### src/rtl/sync_fifo_pkg.sv
// Shared sizing helpers, baseline types and parameter sanity checks for the sync FIFO.
package sync_fifo_pkg;

    function automatic int addr_w(input int depth);
        return (depth > 1) ? $clog2(depth) : 1;
    endfunction

    localparam int DEF_WIDTH = 16;
    localparam int DEF_DEPTH = 16;
    localparam int DEF_AW    = addr_w(DEF_DEPTH);

    // Types for the baseline 16x16 configuration; pointers carry one wrap bit.
    typedef logic [DEF_AW:0]      ptr_t;
    typedef logic [DEF_AW:0]      cnt_t;
    typedef logic [DEF_WIDTH-1:0] word_t;

    function automatic bit depth_ok(input int depth);
        return (depth >= 2) && ((depth & (depth - 1)) == 0);
    endfunction

    function automatic bit thresh_ok(input int depth, input int af, input int ae);
        return (af >= 1) && (af <= depth) && (ae >= 0) && (ae <= depth - 1);
    endfunction

endpackage

### src/rtl/sync_fifo_ctrl_if.sv
// Producer/consumer side of the sync FIFO: write/read handshakes, status and interrupt.
interface sync_fifo_ctrl_if #(
    parameter int WIDTH = 16,
    parameter int DEPTH = 16
);
    import sync_fifo_pkg::*;

    localparam int AW = addr_w(DEPTH);

    logic             wr_en;
    logic [WIDTH-1:0] data_in;
    logic             rd_en;
    logic [WIDTH-1:0] data_out;
    logic             data_valid;
    logic             full;
    logic             empty;
    logic             almost_full;
    logic             almost_empty;
    logic [AW:0]      count;
    logic             overflow;
    logic             underflow;
    logic             irq_en;
    logic             irq_clr;
    logic             interrupt;

    modport master (
        output wr_en, data_in, rd_en, irq_en, irq_clr,
        input  data_out, data_valid, full, empty, almost_full, almost_empty,
               count, overflow, underflow, interrupt
    );

    modport slave (
        input  wr_en, data_in, rd_en, irq_en, irq_clr,
        output data_out, data_valid, full, empty, almost_full, almost_empty,
               count, overflow, underflow, interrupt
    );

endinterface

### src/rtl/sync_fifo_mem.sv
// DEPTH x WIDTH simple dual-port storage; read port is registered (FWFT=0) or
// combinational on the head entry (FWFT=1).
module sync_fifo_mem #(
    parameter int WIDTH = 16,
    parameter int DEPTH = 16,
    parameter int AW    = 4,
    parameter int FWFT  = 0
) (
    input  logic             clk,
    input  logic             rst,
    input  logic             we,
    input  logic [AW-1:0]    waddr,
    input  logic [WIDTH-1:0] wdata,
    input  logic             re,
    input  logic [AW-1:0]    raddr,
    input  logic             head_vld,
    output logic [WIDTH-1:0] rdata
);

    logic [WIDTH-1:0] mem [DEPTH];
    logic [WIDTH-1:0] rdata_q, rdata_d;

    // Storage is intentionally not reset.
    always_ff @(posedge clk) begin
        if (we) mem[waddr] <= wdata;
    end

    always_comb begin
        rdata_d = rdata_q;
        if (re) rdata_d = mem[raddr];
    end

    always_ff @(posedge clk or posedge rst) begin
        if (rst) rdata_q <= '0;
        else     rdata_q <= rdata_d;
    end

    // In FWFT mode an empty FIFO presents zero rather than a stale entry.
    always_comb begin
        rdata = rdata_q;
        if (FWFT != 0) rdata = head_vld ? mem[raddr] : '0;
    end

endmodule

### src/rtl/sync_fifo_ctrl.sv
// Parametrised single-clock FIFO controller: pointers, fill count, status flags,
// sticky error flags and a maskable level interrupt around sync_fifo_mem.
module sync_fifo_ctrl
    import sync_fifo_pkg::*;
#(
    parameter int WIDTH     = 16,
    parameter int DEPTH     = 16,
    parameter int AF_THRESH = 12,
    parameter int AE_THRESH = 4,
    parameter int FWFT      = 0
) (
    input  logic           clk,
    input  logic           rst,
    sync_fifo_ctrl_if.slave bus
);

    localparam int AW = addr_w(DEPTH);
    localparam logic [AW:0] AF_C = (AW+1)'(AF_THRESH);
    localparam logic [AW:0] AE_C = (AW+1)'(AE_THRESH);

    if (!depth_ok(DEPTH) || WIDTH < 1) begin : g_bad_geom
        $error("sync_fifo_ctrl: DEPTH must be a power of 2 >= 2 and WIDTH >= 1");
    end
    if (!thresh_ok(DEPTH, AF_THRESH, AE_THRESH)) begin : g_bad_thresh
        $error("sync_fifo_ctrl: AF_THRESH must be 1..DEPTH, AE_THRESH 0..DEPTH-1");
    end

    logic [AW:0] wr_ptr_q, wr_ptr_d, rd_ptr_q, rd_ptr_d, cnt_q, cnt_d;
    logic        full_q, full_d, empty_q, empty_d;
    logic        af_q, af_d, ae_q, ae_d;
    logic        ovf_q, ovf_d, unf_q, unf_d;
    logic        irq_q, irq_d, dv_q, dv_d;
    logic        wr_acc, rd_acc;

    always_comb begin
        wr_acc   = bus.wr_en & ~full_q;
        rd_acc   = bus.rd_en & ~empty_q;
        wr_ptr_d = wr_ptr_q + {{AW{1'b0}}, wr_acc};
        rd_ptr_d = rd_ptr_q + {{AW{1'b0}}, rd_acc};
        cnt_d    = cnt_q + {{AW{1'b0}}, wr_acc} - {{AW{1'b0}}, rd_acc};
        // Flags come from next-state values so they line up with the pointer update.
        full_d   = (wr_ptr_d[AW] != rd_ptr_d[AW]) && (wr_ptr_d[AW-1:0] == rd_ptr_d[AW-1:0]);
        empty_d  = (wr_ptr_d == rd_ptr_d);
        af_d     = (cnt_d >= AF_C);
        ae_d     = (cnt_d <= AE_C);
        // A new error in the same cycle as irq_clr keeps the flag set.
        ovf_d    = ovf_q & ~bus.irq_clr;
        unf_d    = unf_q & ~bus.irq_clr;
        if (bus.wr_en & full_q)  ovf_d = 1'b1;
        if (bus.rd_en & empty_q) unf_d = 1'b1;
        irq_d    = (ovf_q | unf_q | af_q) & bus.irq_en;
        dv_d     = rd_acc;
    end

    always_ff @(posedge clk or posedge rst) begin
        if (rst) begin
            wr_ptr_q <= '0;
            rd_ptr_q <= '0;
            cnt_q    <= '0;
            full_q   <= 1'b0;
            empty_q  <= 1'b1;
            af_q     <= 1'b0;
            ae_q     <= 1'b1;
            ovf_q    <= 1'b0;
            unf_q    <= 1'b0;
            irq_q    <= 1'b0;
            dv_q     <= 1'b0;
        end else begin
            wr_ptr_q <= wr_ptr_d;
            rd_ptr_q <= rd_ptr_d;
            cnt_q    <= cnt_d;
            full_q   <= full_d;
            empty_q  <= empty_d;
            af_q     <= af_d;
            ae_q     <= ae_d;
            ovf_q    <= ovf_d;
            unf_q    <= unf_d;
            irq_q    <= irq_d;
            dv_q     <= dv_d;
        end
    end

    sync_fifo_mem #(
        .WIDTH (WIDTH),
        .DEPTH (DEPTH),
        .AW    (AW),
        .FWFT  (FWFT)
    ) u_mem (
        .clk      (clk),
        .rst      (rst),
        .we       (wr_acc),
        .waddr    (wr_ptr_q[AW-1:0]),
        .wdata    (bus.data_in),
        .re       (rd_acc),
        .raddr    (rd_ptr_q[AW-1:0]),
        .head_vld (~empty_q),
        .rdata    (bus.data_out)
    );

    assign bus.data_valid   = (FWFT != 0) ? ~empty_q : dv_q;
    assign bus.full         = full_q;
    assign bus.empty        = empty_q;
    assign bus.almost_full  = af_q;
    assign bus.almost_empty = ae_q;
    assign bus.count        = cnt_q;
    assign bus.overflow     = ovf_q;
    assign bus.underflow    = unf_q;
    assign bus.interrupt    = irq_q;

endmodule

### src/flat_wrapper.sv
// flat-port wrapper written by rule: the top's interface ports become plain ports
module sync_fifo_ctrl_flat import sync_fifo_pkg::*;
#(
    parameter int WIDTH     = 16,
    parameter int DEPTH     = 16,
    parameter int AF_THRESH = 12,
    parameter int AE_THRESH = 4,
    parameter int FWFT      = 0
)
  (clk, rst, bus_wr_en, bus_data_in, bus_rd_en, bus_irq_en, bus_irq_clr, bus_data_out, bus_data_valid, bus_full, bus_empty, bus_almost_full, bus_almost_empty, bus_count, bus_overflow, bus_underflow, bus_interrupt);
  sync_fifo_ctrl_if #(.WIDTH(WIDTH), .DEPTH(DEPTH)) bus_i ();
  input  logic clk;
  input  logic rst;
  input wire logic [$bits(bus_i.wr_en)-1:0] bus_wr_en;
  input wire logic [$bits(bus_i.data_in)-1:0] bus_data_in;
  input wire logic [$bits(bus_i.rd_en)-1:0] bus_rd_en;
  input wire logic [$bits(bus_i.irq_en)-1:0] bus_irq_en;
  input wire logic [$bits(bus_i.irq_clr)-1:0] bus_irq_clr;
  output wire logic [$bits(bus_i.data_out)-1:0] bus_data_out;
  output wire logic [$bits(bus_i.data_valid)-1:0] bus_data_valid;
  output wire logic [$bits(bus_i.full)-1:0] bus_full;
  output wire logic [$bits(bus_i.empty)-1:0] bus_empty;
  output wire logic [$bits(bus_i.almost_full)-1:0] bus_almost_full;
  output wire logic [$bits(bus_i.almost_empty)-1:0] bus_almost_empty;
  output wire logic [$bits(bus_i.count)-1:0] bus_count;
  output wire logic [$bits(bus_i.overflow)-1:0] bus_overflow;
  output wire logic [$bits(bus_i.underflow)-1:0] bus_underflow;
  output wire logic [$bits(bus_i.interrupt)-1:0] bus_interrupt;
  assign bus_i.wr_en = bus_wr_en;
  assign bus_i.data_in = bus_data_in;
  assign bus_i.rd_en = bus_rd_en;
  assign bus_i.irq_en = bus_irq_en;
  assign bus_i.irq_clr = bus_irq_clr;
  assign bus_data_out = bus_i.data_out;
  assign bus_data_valid = bus_i.data_valid;
  assign bus_full = bus_i.full;
  assign bus_empty = bus_i.empty;
  assign bus_almost_full = bus_i.almost_full;
  assign bus_almost_empty = bus_i.almost_empty;
  assign bus_count = bus_i.count;
  assign bus_overflow = bus_i.overflow;
  assign bus_underflow = bus_i.underflow;
  assign bus_interrupt = bus_i.interrupt;
  sync_fifo_ctrl #(.WIDTH(WIDTH), .DEPTH(DEPTH), .AF_THRESH(AF_THRESH), .AE_THRESH(AE_THRESH), .FWFT(FWFT)) u_core (.clk(clk), .rst(rst), .bus(bus_i));
endmodule
### config.mk
export PLATFORM = sky130hd
export DESIGN_NAME = sync_fifo_ctrl_flat
export DESIGN_NICKNAME = d
export VERILOG_FILES = /design/src/rtl/sync_fifo_pkg.sv /design/src/rtl/sync_fifo_ctrl_if.sv /design/src/rtl/sync_fifo_mem.sv /design/src/rtl/sync_fifo_ctrl.sv /design/src/flat_wrapper.sv
export SDC_FILE = /design/constraint.sdc
export NUM_CORES = 1
export LEC_CHECK = 0
export ABC_AREA = 1
export CAP_MARGIN = 20
export CORE_MARGIN = 1.5
export CORE_UTILIZATION = 60
export DETAILED_ROUTE_END_ITERATION = 16
export PLACE_DENSITY = 0.86
export SETUP_SLACK_MARGIN = 0.5
export SKIP_CTS_REPAIR_TIMING = 1
export SLEW_MARGIN = 20
export SYNTH_ARGS = -nofsm -noshare
export SYNTH_HDL_FRONTEND = slang
export SYNTH_SLANG_ARGS = --single-unit
### constraint.sdc
create_clock -name clk -period 3.61 [get_ports clk]
set_input_delay 0.722 -clock clk [delete_from_list [all_inputs] [get_ports clk]]
set_output_delay 0.722 -clock clk [all_outputs]
set_load 0.05 [all_outputs]
Yosys cells after proc, flatten, opt, wreduce, memory -nomap -nowiden --
Memory sizes are Yosys's and may differ from the RTL's. A register that Yosys moved wholly into a read port is not among the register bits. Cells that the tools add are included.
Storage, ports and cells: bits of input ports 22, RAM bits 256, output and inout port bits 29, memories kept 1, register bits after elaboration 23
Memory list:
- u_core.u_mem.mem | words 16, width 16, rd ports 1, clocked after memory_dff 1, wr ports 1, RTL line sync_fifo_mem.sv:20 | logic [WIDTH-1:0] mem [DEPTH];
Cells by class: multiplexer cells 4, equal/unequal tests 3, reductions and logical operators 1, order comparisons 2, bitwise gates (word level) 12, $add $sub $neg 4
Operators by type and width (count):
- adder 5 x 1 -> 5 bit | 3
- bitwise AND 1 bit | 7
- == test 5 bit | 1
- greater-or-equal comparator 5 x 4 -> 1 bit, second input constant | 1
- <= comparator 5 x 3 -> 1 bit, second input constant | 1
- subtractor 5 x 1 -> 5 bit | 1
- == test 4 bit | 1
- 2-to-1 mux 1 bit | 4
- inverter 1 bit | 3
- OR 1 bit | 2
- logical AND 1 bit | 1
- inequality test 1 bit | 1

Longest topological paths before layout --
depth after elaboration 5, gate-level depth with buffers 12, mapped depth without buffers 11

Cells and area by module --
From an unflattened synthesis, not the netlist that was laid out.
Second synthesis, totals: cell total of the unflattened synthesis 1066, area total of the unflattened synthesis 12244.2 um^2
By module, submodules not included:
- sync_fifo_mem | cells an instance 935, instances 1, area each 11043.1 um^2
- sync_fifo_ctrl | cells an instance 131, instances 1, area each 1201.2 um^2

Worst setup path after synthesis --
OpenSTA, ideal clock, no wires.
path kind input port to flip-flop, from in bus_rd_en, to reg u_core.af_q (netlist: u_core.bus.almost_full), arrival 2.499 ns, setup time 0.131 ns, setup slack 0.980 ns, cell stages on the path 11, path through inv_1 -> nor2_1 -> buf_2 -> ha_1 -> inv_1 -> ha_1 -> fa_1 -> a21oi_1 -> o21bai_1 -> xor2_1 -> o21ai_0
Between the ends: word-level cells in the longest chain between the ends 3
RTL lines:
- from (decl) | RTL line flat_wrapper.sv:16 | input wire logic [$bits(bus_i.rd_en)-1:0] bus_rd_en;
- bitwise AND 1 bit | RTL line sync_fifo_ctrl.sv:37 | rd_acc = bus.rd_en & ~empty_q;
- net u_core.dv_d | RTL line sync_fifo_ctrl.sv:32 | logic irq_q, irq_d, dv_q, dv_d;
- subtractor 5 x 1 -> 5 bit | RTL line sync_fifo_ctrl.sv:40 | cnt_d = cnt_q + {{AW{1'b0}}, wr_acc} - {{AW{1'b0}}, rd_acc};
- greater-or-equal comparator 5 x 4 -> 1 bit | RTL line sync_fifo_ctrl.sv:44 | af_d = (cnt_d >= AF_C);
- net u_core.af_d | RTL line sync_fifo_ctrl.sv:30 | logic af_q, af_d, ae_q, ae_d;
- to (signal assigned) | RTL line sync_fifo_ctrl.sv:62 | af_q <= 1'b0;
- to (signal assigned) | RTL line sync_fifo_ctrl.sv:74 | af_q <= af_d;
- to (decl) | RTL line sync_fifo_ctrl.sv:30
The timed path passes the listed nets, and every way through them passes these cells.

Final worst setup path --
from reg u_core.empty_q (netlist: u_core.bus.empty), to out bus_empty
RTL lines:
- from (decl) | RTL line sync_fifo_ctrl.sv:29 | logic full_q, full_d, empty_q, empty_d;
- from (signal assigned) | RTL line sync_fifo_ctrl.sv:73 | empty_q <= empty_d;
- to (decl) | RTL line flat_wrapper.sv:22 | output wire logic [$bits(bus_i.empty)-1:0] bus_empty;
No word-level cell between the ends.

==> results.cfg <==
[synth]
synth_warnings = 0
syn_avg_cell_area_um2 = 11.54
synth-seq-cells = 295
synth_top_family_by_area = simple AND/OR/NAND/NOR gates
synth_top_area_share_pct = 63.87
synth.largest_area_cell = edfxtp_1
synth_compound_area_share_pct = 0.3951
yosys_most_used_dff = edfxtp_1
synthTopCellsByArea = edfxtp_1, nand2_1, nand3_1
synthAdderAreaFrac_pct = 0.9980
synth_mux_area_share_pct = 0
synth_edf_count = 256
synth_area_um2 = 12040
synthArstFlopShare_pct = 13.22
synthCells = 1043
yosys.area_share.simple_pct = 21.96
synth-xor-area-share_pct = 1.019
syn-num-nets = 1074
ys_types = 25
ys_seq_area_share_pct = 72.00

[placement]
dpl_cell_area_um2 = 12800
portBuffers = 50
gp_congestion = 0.8410
hpwl_mm = 16.75

[pwr]
irDropWorstVdd_v = 0.0005485
p_leak_uw = 0.005227
powerDensity_nw_per_um2 = 872.7

[final_layout]
fin_nets = 1126
layout_common_cells = nand2_1, edfxtp_1, nand3_1
final_area_um2 = 13590
area.growth.synth_to_final_pct = 12.88
final_common_cell = nand2_1
drive_gt1_share_pct = 7.554
antenna_cells = 0

[floorplan]
die_w_um = 144.6
rows = 51
die_area_um2 = 20920
start_util_pct = 61.44
core_um2 = 19590
die_height_um = 144.6
boundaryPins = 51

[worst_setup_path]
rr_worst_depth = 3
worst_path_max_delay_cell = clkdlybuf4s50_1
required_ps = 2890
crit_start = u_core.bus.empty$_DFF_PP1_
crit_arrival_ps = 1870
cp_max_fo = 3
slowest_delay_ps = 810
path_class = flop to output pin
worst_setup_path_start_kind = flop
cp_top_family = buffers and inverters
endpoint_kind = output pin
path_buf_inv = 1
crit_path_cell_trace = clkdlybuf4s50_1
timing.rr.start = u_core.bus.full$_DFF_PP0_
cp_num_cells = 1

[sta]
fin_crit_sh_pct = 71.91
rsz0062_at_grt = false
slew_viol_final = 0
period_minus_slack_ps = 2596
max_freq_ghz = 0.3852
finalHoldViolCount = 0
worstMarginPinSlew_ps = 1140
fin_skew_ps = 9.322
max_slew_margin_pct = 23.92
finalSetupTns_ps = 0
finalSetupViolations = 0

[flow_run]
max_cap_violations = 0

[worst_hold_path]
holdPathStages = 2
hp-class = flop to flop
hold_start = u_core.u_mem.rdata[4]$_DFFE_PP0P_

[clocking]
ctsRootBufferMaster = clkbuf_16
clk_pin_slew_ps = 60
cts_max_level = 1
cts_tree = done
numCtsBuffers = 27
cts.sinks = 295
clock_latency_ps = 530
clockBufferDepth = 3

[run_status]
status = finished clean

[detailed_routing]
drt-vias-per-instance = 5.914
route.final.wire_length_mm = 28.09
drt-pass1-iter-count = 5
wl_met1_mm = 10.54
wl_met2_mm = 14.06
dr_wl_met3_mm = 2.496
drtIter0Drc = 1189
drt.antenna.violating_nets = 0
top_layer_used = met4
drc = 0
vias = 8144
wl_per_cell_um = 20.40

[grt]
grt_max_degree = 73
grt_overflow_total = 0
grt_pass1_vias = 7811
grtUsageTotal_pct = 27.91
antenna_found_initial = 0
grt_pass1_wl_mm = 42.97
path summary, 6_finish.rpt:
check,end,slack [ps]
max in group asynchronous,u_core.bus.almost_empty$_DFF_PP1_,2280
setup reg to reg,u_core.u_mem.mem[8][14]$_DFFE_PP_,1310
hold reg to reg,u_core.u_mem.rdata[4]$_DFFE_PP0P_,480
hold / removal,u_core.u_mem.rdata[4]$_DFFE_PP0P_,480
min in group asynchronous,u_core.u_mem.rdata[0]$_DFFE_PP0P_,610
setup / recovery,bus_empty,1010
synth_stat cells, types with 2 or more instances:
cell	count
o21ai_0	3
dfrtp_1	37
nand2_1	406
buf_2	19
buf_6	10
clkbuf_1	15
inv_1	26
nor2_1	23
buf_4	7
xnor2_1	6
edfxtp_1	256
ha_1	8
xor2_1	8
dfstp_2	2
nand3_1	203
a21oi_1	2
buf_1	3
inv_2	2
power by group:
group,leakage (µW),internal (µW),switching [µW]
registers,0.00278,4260,234
clock network,0.000376,1440,1160
logic,0.00207,1360,3400
area by class of cell:
type                    count  area, µm²
clock inverters            11      78.83
clock buffers              35      705.7
flip-flops and latches    295       8671
multi-input cells         665       2973
well taps                 265      331.6
inverters                  29      110.1
repair buffers             77      715.7
fillers                  1235       6005
flip-flops by register name (all words and copies together), names as in the netlist:
name	cells
u_core.u_mem.mem	256
u_core.u_mem.rdata	16
u_core.bus.count	5
u_core.rd_ptr_q	5
u_core.wr_ptr_q	5
u_core.bus.almost_empty	1
u_core.bus.almost_full	1
u_core.bus.data_valid	1
u_core.bus.empty	1
u_core.bus.full	1
u_core.bus.interrupt	1
u_core.bus.overflow	1
u_core.bus.underflow	1
logic make-up after synthesis:
logic type	after synthesis
adders and majority gates	9
DFF	295
xor gates and xnor gates	14
and+or+nand+nor	634
buffers and inverters	83
AOI/OAI and AO/OA	8
layer usage:
metal,track usage [%],vias to the layer above
met5,0,-
met4,12.33,0
met3,3.709,74
met2,46.59,484
met1,37.10,3919
li1,-,3667
stage by stage:
step	power, µW	utilization (%)	hold slack [ps]	cells	worst slack (ps)
final	11860	69.35	477.6	1377	1014
after global routing	12440	69.35	514.2	1377	885.8
after CTS	11820	69.35	481.0	1377	1002
after detailed placement	9194	65.34	464.5	1331	506.2
after global placement	9018	65.34	463.6	1331	585.2
after floorplan	7814	-	496.9	1043	979.5
worst min-delay path: stages (launching register included):
cell,delay (ps)
dfrtp_1,340
nand2_1,50
nand2_1,60
No activity file was read; power rests on OpenSTA's default activity.
